[src/rtl/operation_encoder_mp_if.sv]
// Bus bundle for operation_encoder_mp.
//   key_down[511:0]  : level per scan code from the keyboard decoder
//   state[2:0]       : top-level game state
//   h_code, v_code   : per-player 2-bit steering / throttle codes
//   boost            : per-player boost active
//   boost_ready      : per-player boost FSM idle (can be triggered)
//   honk, honk_pulse : per-player honk level / one-cycle press pulse
//   dbg_boost_state  : per-player boost FSM state (2 bits each) for checkers
// Handshake: none. Every signal is a level; inputs are sampled on every
// rising clock edge, and outputs are registered with one cycle of latency.
interface operation_encoder_mp_if #(
  parameter int NUM_PLAYERS = 2
);
  logic [511:0]               key_down;
  logic [2:0]                 state;
  logic [2*NUM_PLAYERS-1:0]   h_code;
  logic [2*NUM_PLAYERS-1:0]   v_code;
  logic [NUM_PLAYERS-1:0]     boost;
  logic [NUM_PLAYERS-1:0]     boost_ready;
  logic [NUM_PLAYERS-1:0]     honk;
  logic [NUM_PLAYERS-1:0]     honk_pulse;
  logic [2*NUM_PLAYERS-1:0]   dbg_boost_state;

  modport master (
    output key_down, state,
    input  h_code, v_code, boost, boost_ready, honk, honk_pulse, dbg_boost_state
  );

  modport slave (
    input  key_down, state,
    output h_code, v_code, boost, boost_ready, honk, honk_pulse, dbg_boost_state
  );
endinterface

[src/rtl/operation_encoder_mp.sv]
// operation_encoder_mp: maps the keyboard key-state vector to per-player
// steering, throttle, boost and honk codes for NUM_PLAYERS carts.
// Ports:
//   clk  : system clock
//   rst  : synchronous active-high reset
//   bus  : operation_encoder_mp_if.slave (key_down/state in, codes out)
// Optional build macro OPERATION_HONK_ANYSTATE_EN: when defined, honk and
// honk_pulse work in every game state; otherwise they are gated by racing.
// KEY_MAP: player p uses bits [54p+53:54p], fields (LSB first, 9 bits each)
// up, down, left, right, boost, honk. The default covers two players.
module operation_encoder_mp #(
  parameter int                      NUM_PLAYERS   = 2,
  parameter logic [54*NUM_PLAYERS-1:0] KEY_MAP     = {
    9'h070, 9'h059, 9'h04B, 9'h03B, 9'h042, 9'h043,
    9'h029, 9'h012, 9'h023, 9'h01C, 9'h01B, 9'h01D},
  parameter bit                      SOCD_LAST_WIN = 1'b0,
  parameter int                      BOOST_LEN     = 100000000,
  parameter int                      COOLDOWN_LEN  = 50000000,
  parameter logic [2:0]              RACING_STATE  = 3'd4
) (
  input logic                   clk,
  input logic                   rst,
  operation_encoder_mp_if.slave bus
);
  localparam int MAX_LEN = (BOOST_LEN > COOLDOWN_LEN) ? BOOST_LEN : COOLDOWN_LEN;
  localparam int CW      = $clog2(MAX_LEN + 1);
  localparam int NK      = 6 * NUM_PLAYERS;
  localparam int F_UP = 0, F_DN = 1, F_LT = 2, F_RT = 3, F_BS = 4, F_HK = 5;

  typedef enum logic [1:0] {B_IDLE = 2'd0, B_ACTIVE = 2'd1, B_COOL = 2'd2} bst_e;

  logic                   racing;
  logic [NK-1:0]          key_lv, press;
  logic [NK-1:0]          prev_q, prev_d;
  bst_e                   bst_q [NUM_PLAYERS];
  bst_e                   bst_d [NUM_PLAYERS];
  logic [CW-1:0]          cnt_q [NUM_PLAYERS];
  logic [CW-1:0]          cnt_d [NUM_PLAYERS];
  logic [1:0]             hmem_q [NUM_PLAYERS];
  logic [1:0]             hmem_d [NUM_PLAYERS];
  logic [1:0]             vmem_q [NUM_PLAYERS];
  logic [1:0]             vmem_d [NUM_PLAYERS];
  logic [2*NUM_PLAYERS-1:0] h_code_q, h_code_d, v_code_q, v_code_d;
  logic [NUM_PLAYERS-1:0] boost_q, boost_d, ready_q, ready_d;
  logic [NUM_PLAYERS-1:0] honk_q, honk_d, pulse_q, pulse_d;

  // Axis memory uses the output code itself: 0 NONE, 1 first key, 2 second key.
  function automatic logic [1:0] next_mem(input logic a, input logic b,
                                          input logic pa, input logic pb,
                                          input logic [1:0] mem);
    if (!a && !b)       return 2'd0;
    else if (pa && !pb) return 2'd1;
    else if (pb && !pa) return 2'd2;
    else                return mem;
  endfunction

  function automatic logic [1:0] resolve(input logic a, input logic b,
                                         input logic [1:0] mem);
    if (a && !b)                      return 2'd1;
    else if (b && !a)                 return 2'd2;
    else if (a && b && SOCD_LAST_WIN) return mem;
    else                              return 2'd0;
  endfunction

  // Gather the mapped key levels; players sharing a code each get a copy.
  always_comb begin
    key_lv = '0;
    for (int p = 0; p < NUM_PLAYERS; p++)
      for (int f = 0; f < 6; f++)
        key_lv[6*p+f] = bus.key_down[KEY_MAP[54*p + 9*f +: 9]];
  end

  always_comb begin
    racing   = (bus.state == RACING_STATE);
    press    = key_lv & ~prev_q;
    prev_d   = key_lv;   // tracks keys even outside racing
    h_code_d = '0;
    v_code_d = '0;
    boost_d  = '0;
    ready_d  = '0;
    honk_d   = '0;
    pulse_d  = '0;
    for (int p = 0; p < NUM_PLAYERS; p++) begin
      bst_d[p]  = B_IDLE;
      cnt_d[p]  = '0;
      hmem_d[p] = 2'd0;
      vmem_d[p] = 2'd0;
      if (racing) begin
        hmem_d[p] = next_mem(key_lv[6*p+F_LT], key_lv[6*p+F_RT],
                             press[6*p+F_LT], press[6*p+F_RT], hmem_q[p]);
        vmem_d[p] = next_mem(key_lv[6*p+F_UP], key_lv[6*p+F_DN],
                             press[6*p+F_UP], press[6*p+F_DN], vmem_q[p]);
        // The updated memory is used so a fresh press wins on the same edge.
        h_code_d[2*p +: 2] = resolve(key_lv[6*p+F_LT], key_lv[6*p+F_RT], hmem_d[p]);
        v_code_d[2*p +: 2] = resolve(key_lv[6*p+F_UP], key_lv[6*p+F_DN], vmem_d[p]);

        bst_d[p] = bst_q[p];
        cnt_d[p] = cnt_q[p];
        case (bst_q[p])
          B_IDLE: begin
            if (press[6*p+F_BS]) begin
              bst_d[p] = B_ACTIVE;
              cnt_d[p] = '0;
            end
          end
          B_ACTIVE: begin
            // Release and expiry together still make a single move to cooldown.
            if (!key_lv[6*p+F_BS] || (cnt_q[p] == CW'(BOOST_LEN - 1))) begin
              bst_d[p] = B_COOL;
              cnt_d[p] = '0;
            end else begin
              cnt_d[p] = cnt_q[p] + CW'(1);
            end
          end
          B_COOL: begin
            if (cnt_q[p] == CW'(COOLDOWN_LEN - 1)) begin
              bst_d[p] = B_IDLE;
              cnt_d[p] = '0;
            end else begin
              cnt_d[p] = cnt_q[p] + CW'(1);
            end
          end
          default: begin
            bst_d[p] = B_IDLE;
            cnt_d[p] = '0;
          end
        endcase
      end
      boost_d[p] = (bst_d[p] == B_ACTIVE);
      ready_d[p] = (bst_d[p] == B_IDLE);
`ifdef OPERATION_HONK_ANYSTATE_EN
      honk_d[p]  = key_lv[6*p+F_HK];
      pulse_d[p] = press[6*p+F_HK];
`else
      honk_d[p]  = racing & key_lv[6*p+F_HK];
      pulse_d[p] = racing & press[6*p+F_HK];
`endif
    end
  end

  always_ff @(posedge clk) begin
    if (rst) begin
      prev_q   <= '0;
      h_code_q <= '0;
      v_code_q <= '0;
      boost_q  <= '0;
      ready_q  <= '1;
      honk_q   <= '0;
      pulse_q  <= '0;
      for (int p = 0; p < NUM_PLAYERS; p++) begin
        bst_q[p]  <= B_IDLE;
        cnt_q[p]  <= '0;
        hmem_q[p] <= 2'd0;
        vmem_q[p] <= 2'd0;
      end
    end else begin
      prev_q   <= prev_d;
      h_code_q <= h_code_d;
      v_code_q <= v_code_d;
      boost_q  <= boost_d;
      ready_q  <= ready_d;
      honk_q   <= honk_d;
      pulse_q  <= pulse_d;
      for (int p = 0; p < NUM_PLAYERS; p++) begin
        bst_q[p]  <= bst_d[p];
        cnt_q[p]  <= cnt_d[p];
        hmem_q[p] <= hmem_d[p];
        vmem_q[p] <= vmem_d[p];
      end
    end
  end

  always_comb begin
    bus.dbg_boost_state = '0;
    for (int p = 0; p < NUM_PLAYERS; p++)
      bus.dbg_boost_state[2*p +: 2] = bst_q[p];
  end

  assign bus.h_code      = h_code_q;
  assign bus.v_code      = v_code_q;
  assign bus.boost       = boost_q;
  assign bus.boost_ready = ready_q;
  assign bus.honk        = honk_q;
  assign bus.honk_pulse  = pulse_q;
endmodule

[src/flat_wrapper.sv]
// flat-port wrapper written by rule: the top's interface ports become plain ports
module operation_encoder_mp_flat 
#(
  parameter int                      NUM_PLAYERS   = 2,
  parameter logic [54*NUM_PLAYERS-1:0] KEY_MAP     = {
    9'h070, 9'h059, 9'h04B, 9'h03B, 9'h042, 9'h043,
    9'h029, 9'h012, 9'h023, 9'h01C, 9'h01B, 9'h01D},
  parameter bit                      SOCD_LAST_WIN = 1'b0,
  parameter int                      BOOST_LEN     = 100000000,
  parameter int                      COOLDOWN_LEN  = 50000000,
  parameter logic [2:0]              RACING_STATE  = 3'd4
)
  (clk, rst, bus_key_down, bus_state, bus_h_code, bus_v_code, bus_boost, bus_boost_ready, bus_honk, bus_honk_pulse, bus_dbg_boost_state);
  operation_encoder_mp_if #(.NUM_PLAYERS(NUM_PLAYERS)) bus_i ();
  input logic clk;
  input logic rst;
  input wire logic [$bits(bus_i.key_down)-1:0] bus_key_down;
  input wire logic [$bits(bus_i.state)-1:0] bus_state;
  output wire logic [$bits(bus_i.h_code)-1:0] bus_h_code;
  output wire logic [$bits(bus_i.v_code)-1:0] bus_v_code;
  output wire logic [$bits(bus_i.boost)-1:0] bus_boost;
  output wire logic [$bits(bus_i.boost_ready)-1:0] bus_boost_ready;
  output wire logic [$bits(bus_i.honk)-1:0] bus_honk;
  output wire logic [$bits(bus_i.honk_pulse)-1:0] bus_honk_pulse;
  output wire logic [$bits(bus_i.dbg_boost_state)-1:0] bus_dbg_boost_state;
  assign bus_i.key_down = bus_key_down;
  assign bus_i.state = bus_state;
  assign bus_h_code = bus_i.h_code;
  assign bus_v_code = bus_i.v_code;
  assign bus_boost = bus_i.boost;
  assign bus_boost_ready = bus_i.boost_ready;
  assign bus_honk = bus_i.honk;
  assign bus_honk_pulse = bus_i.honk_pulse;
  assign bus_dbg_boost_state = bus_i.dbg_boost_state;
  operation_encoder_mp #(.NUM_PLAYERS(NUM_PLAYERS), .KEY_MAP(KEY_MAP), .SOCD_LAST_WIN(SOCD_LAST_WIN), .BOOST_LEN(BOOST_LEN), .COOLDOWN_LEN(COOLDOWN_LEN), .RACING_STATE(RACING_STATE)) u_core (.clk(clk), .rst(rst), .bus(bus_i));
endmodule
[config.mk]
export PLATFORM = sky130hd
export DESIGN_NAME = operation_encoder_mp_flat
export DESIGN_NICKNAME = d
export VERILOG_FILES = /design/src/rtl/operation_encoder_mp_if.sv /design/src/rtl/operation_encoder_mp.sv /design/src/flat_wrapper.sv
export SDC_FILE = /design/constraint.sdc
export NUM_CORES = 1
export LEC_CHECK = 0
export CAP_MARGIN = 20
export CORE_AREA = 2 2 212 214
export CTS_BUF_LIST = sky130_fd_sc_hd__clkbuf_8 sky130_fd_sc_hd__clkbuf_16
export CTS_CLUSTER_SIZE = 14
export DETAILED_ROUTE_END_ITERATION = 6
export DIE_AREA = 0 0 214 216
export MAX_ROUTING_LAYER = met4
export SYNTH_ARGS = -nofsm -noshare
export SYNTH_HDL_FRONTEND = slang
export SYNTH_SLANG_ARGS = --single-unit
[constraint.sdc]
create_clock -name clk -period 4.1 [get_ports clk]
set_input_delay 0.82 -clock clk [delete_from_list [all_inputs] [get_ports clk]]
set_output_delay 0.82 -clock clk [all_outputs]
set_load 0.02 [all_outputs]
==> After elaboration in Yosys (flattened, before gate mapping) <==
Memories as Yosys holds them, arrays and structs flattened.
Index checks and enable logic that the tools add are counted.
{ "classes": {"add_sub_neg": 2, "eq_ne": 11, "mux": 35, "n_bitwise": 11, "n_reduce_logical": 29} }
{ "op_table": {"columns": ["op", "count"], "rows": [
  ["two-way mux 27 bit", 10],
  ["case mux 27 bit (3 select lines)", 2],
  ["adder 27 x 1 -> 27 bit (second input constant)", 2],
  ["equality test 27 x 26 -> 1 bit (second input constant)", 2],
  ["equality test 27 bit (second input constant)", 2],
  ["two-way mux 2 bit", 14],
  ["bitwise AND 12 bit", 1],
  ["NOT 12 bit", 1],
  ["case mux 2 bit (3 select lines)", 2],
  ["OR reduction 3 bit", 4],
  ["zero test 1 bit", 10],
  ["equality test 2 x 1 -> 1 bit (second input constant)", 4],
  ["logical AND 1 bit", 8],
  ["zero test 2 bit", 4],
  ["two-way mux 1 bit", 7],
  ["bitwise AND 1 bit", 4],
  ["equality test 2 bit (second input constant)", 2],
  ["OR 1 bit", 4],
  ["equality test 3 bit (second input constant)", 1],
  ["logical OR 1 bit", 2],
  ["OR reduction 2 bit", 1],
  ["NOT 1 bit", 1]
]} }
{ "totals": {"regBits": 28, "mem_bits_rw": 58, "inputBits": 517, "out_inout_bits": 20, "word_cells": 101, "n_memories": 2} }
{ "memory_table": {"columns": ["memory", "depth", "word_bits", "rd", "rd_ports_with_merged_regs", "wr", "line_no", "source"], "rows": [
  ["u_core.cnt_q", 2, 27, 2, 0, 2, "operation_encoder_mp.sv:37", "logic [CW-1:0] cnt_q [NUM_PLAYERS];"],
  ["u_core.bst_q", 2, 2, 2, 0, 2, "operation_encoder_mp.sv:35", "bst_e bst_q [NUM_PLAYERS];"]
]} }

==> Longest topological paths before layout <==
An unclocked memory read counts as a cell.
{ "depth": {"depth_word": 7, "ltp_mapped": 9, "ltp_nobuf": 7} }

==> Worst setup path before layout <==
OpenSTA, ideal clock, no wires.
{ "synth_path": {"path_kind": "in2reg", "start": "input port bus_state[1]", "end": "memory u_core.cnt_q[0][23] (netlist bit)", "setup_ns": 0.106, "arrival_ns": 2.164, "t_required_ns": 3.994, "path_slack_ns": 1.830, "path_stages": 7, "path_buffers": 2, "cell_sequence": "nor2_1 nand2_1 or2_2 clkbuf_1 a211o_2 buf_2 o311ai_0"} }
{ "synth_lines": {"columns": ["element", "line_no", "source"], "rows": [
  ["from (decl)", "flat_wrapper.sv:18", "input wire logic [$bits(bus_i.state)-1:0] bus_state;"],
  ["to (decl)", "operation_encoder_mp.sv:37", null]
]} }

==> results by group <==
Floorplanning
  – Initial Util: under 10%
  – Ports: 537
  – Core Region: around 0.044 sq mm
  – Die area: 0.0462 sq mm
  – FP Rows: 77
  – Die Wd: 214 um
  – Height of the die: roughly 220 um

Place
  – Final GP Congestion: 0.752
  – DP HPWL: ~7300 um
  – Port Buffers: 36

Clocking
  – H-tree Lvls: 3
  – Total CTS buffers: 9
  – CTS Root Cell: clkbuf_16
  – Hold-fix buffers, CTS: 0
  – Worst-path clk slew: about 70 ps
  – Worst-Skew Late Latency: between 300 and 400 ps
  – Post-CTS Resized: 0
  – CTS Buffer Depth: 2
  – CTS Sinks: roughly 80
  – CTS tree: built
  – Post-CTS Setup Inserts: 0

Pwr
  – Flop pwr share: between 40 and 50%
  – Internal: around 1.3 mW
  – Pwr per Cell Area: 312 mW/mm^2
  – Comb pwr share: 4.0%
  – Switching Fraction: approximately a quarter
  – Leak pwr: about 1.7 nW
  – Clock power frac: 50.8%
  – Worst IR Drop VDD: approximately 0.24 mV
  – Psw: 412 uW

Yosys
  – Number of synthesized flops with an enable pin: 0
  – Ys Warns: 0
  – Commonest cells post-synth: 78 x dfxtp_1, 64 x nand2_1, 49 x nand3_1, 27 x nor2_1, 24 x and3_1
  – Register area share after synthesis: between 30% and 40%
  – Top-count cell post-synth: dfxtp_1
  – Biggest area consumer among synthesized cells: dfxtp_1
  – Top post-synthesis cells by area: dfxtp_1 39%, nand3_1 6.1%, nand2_1 5.9%
  – Syn nets: 1026
  – Synth async-reset ratio: 0%
  – Synth top area share: 38.6%
  – Main synth FF type: dfxtp_1
  – #FFs+latches synth: 78
  – Syn Std Cell Area: 0.00404 sq mm
  – Mapped Cells: about 500
  – Synth cell types: between 50 and 60
  – Average cell area after synthesis: a little over 8 sq um

Layout
  – Share of layout cells above drive strength 1: about 6.9%
  – Layout area overhead: 33.9%
  – Antenna cells: 0
  – Nets: ~1100

Drt
  – DR WL/cell: approximately 9.4 um
  – First-pass DRT Iterations: 5
  – Vias/cell: ~3.4
  – # DRC: 0
  – Vias post-DR: roughly 3800
  – Total wire length: around 11000 um
  – 1st-iter DRT viols: about 210
  – Antenna viol nets, final: 0

Worst setup path
  – WP data arrival: between 2000 and 3000 ps
  – R2r startpoint: u_core.cnt_q[0][27]
  – Worst Setup Start Kind: input pin
  – CP startpoint: bus_state[1]
  – Crit. End Element: flip-flop
  – Worst path required time: between 4000 and 5000 ps
  – CP max FO: 19
  – WS Path Type: in2reg

GRT
  – Global-route wire length before repair: ~17000 um
  – Total GRT Usage: under 10%
  – Initial antenna violation count: 0
  – Vias in the first global route: 3365
  – Global route overflow: 0
  – Largest net degree at the start of global routing: 48

STA
  – Period utilisation layout: roughly 65%
  – Clk_skew: between 7 and 8 ps
  – Relative slew slack: a little over two fifths
  – Hold_ws: a little under 400 ps
  – RSZ-0062 raised after global routing: no
  – Max Slew Vio Count: 0
  – Tmin final: approximately 2700 ps
  – Least-Margin Pin Slew: around 860 ps
  – Max Freq: 373 MHz
  – # setup viols final: 0
  – Setup TNS: 0 ps
  – Hold Fails Final Rpt: 0

Run
  – Max-Cap Viols: 0

Min path
  – Hold_sp: u_core.prev_q[11]
  – Worst Hold Class: reg2reg

Status
  – Status: completed
cell usage in the layout (no fill, tap or decap), drive strengths merged, types with 2 or more instances in the layout:
cell / Yosys / final
nand4: 18 / 18
nor2b: 7 / 7
nor2: 27 / 27
nand2b: 3 / 3
a21o: 6 / 6
and3: 24 / 24
or3: 6 / 6
nor3b: 10 / 10
or4: 9 / 9
clkbuf: 15 / 9
and2: 8 / 8
o21a: 3 / 3
dfxtp: 78 / 78
buf: 9 / 8
a22oi: 4 / 4
or2: 3 / 3
nand2: 64 / 64
clkinvlp: 0 / 2
and4b: 2 / 2
nor3: 9 / 9
a21oi: 20 / 20
and4: 5 / 5
a31oi: 13 / 13
nand4b: 3 / 3
clkdlybuf4s50: 0 / 36
a211oi: 2 / 2
o311ai: 12 / 12
o21ai: 24 / 24
inv: 15 / 19
ha: 10 / 10
nand3: 49 / 49
a21boi: 3 / 3
nand3b: 4 / 4
nor4: 14 / 14
xor2: 4 / 4
cell type report:
class	count	area, sq um
flip-flops and latches	78	1560
fillers	5009	38400
clock inverters	7	87.6
repair buffers	44	433
clock buffers	9	225
multi-input cells	382	2310
inverters	15	56.3
well taps	592	741
cell families after synthesis:
family	share of synthesized area (%)
buffers and inverters	4.40
adder cells (fa/ha/maj)	3.10
AO/OA/AOI/OAI	16.2
flip-flops	38.6
XOR/XNOR	1.08
AND/OR/NAND/NOR	36.1
multiplexers	0.526
flip-flops by register name, summed over array words and instances, names as in the netlist:
name / cells
u_core.prev_q: 4
u_core.bus.honk_pulse: 2
u_core.bus.h_code: 4
u_core.bus.v_code: 4
u_core.cnt_q: 54
u_core.bst_q: 4
u_core.bus.boost: 2
u_core.bus.honk: 2
u_core.bus.boost_ready: 2
metal layers:
layer  routed length (um)  track usage, %  part of all wire (%)
met1                 5160            5.98                    49
met3                  559            1.52                   5.3
met2                 4670            6.98                    44
met5                    0               -                     0
met4                  218            2.24                   2.1
stage by stage:
| step | cells | util (%) | instance area, sq um | setup WS [ps] | total power [mW] |
|---|---|---|---|---|---|
| global route | 1127 | 12.3 | 5410 | 1250 | 1.76 |
| finish | 1127 | 12.3 | 5410 | 1420 | 1.69 |
| CTS | 1127 | 12.3 | 5410 | 1390 | 1.73 |
| global placement | 1111 | 11.6 | 5100 | 989 | 0.849 |
| detailed placement | 1111 | 11.6 | 5100 | 1010 | 0.849 |
| floorplan | 499 | - | 4040 | 1830 | 0.812 |
power by group through the flow:
| stage | clock [mW] | combinational (mW) | sequential, mW |
|---|---|---|---|
| global placement | 0 | 0.0685 | 0.780 |
| global route | 0.924 | 0.0748 | 0.763 |
| finish | 0.858 | 0.0684 | 0.763 |
| floorplan | 0 | 0.0284 | 0.783 |
| CTS | 0.896 | 0.0693 | 0.763 |
| detailed placement | 0 | 0.0691 | 0.780 |
worst paths after layout:
path         slack [ps]  cells past startpoint                        to
min                 390                      1  u_core.bus.honk_pulse[1]
max reg2reg        1550                      7       u_core.cnt_q[0][46]
min reg2reg         390                      1  u_core.bus.honk_pulse[1]
max                1420                      7       u_core.cnt_q[0][13]
critical path: stages:
cell and delay, ps:
clkdlybuf4s50_1 400, nor2_1 100, nand2_1 280, or2_2 450, a211o_2 440, or3_1 400
nand3_1 90
No activity file was read; power rests on OpenSTA's default activity.
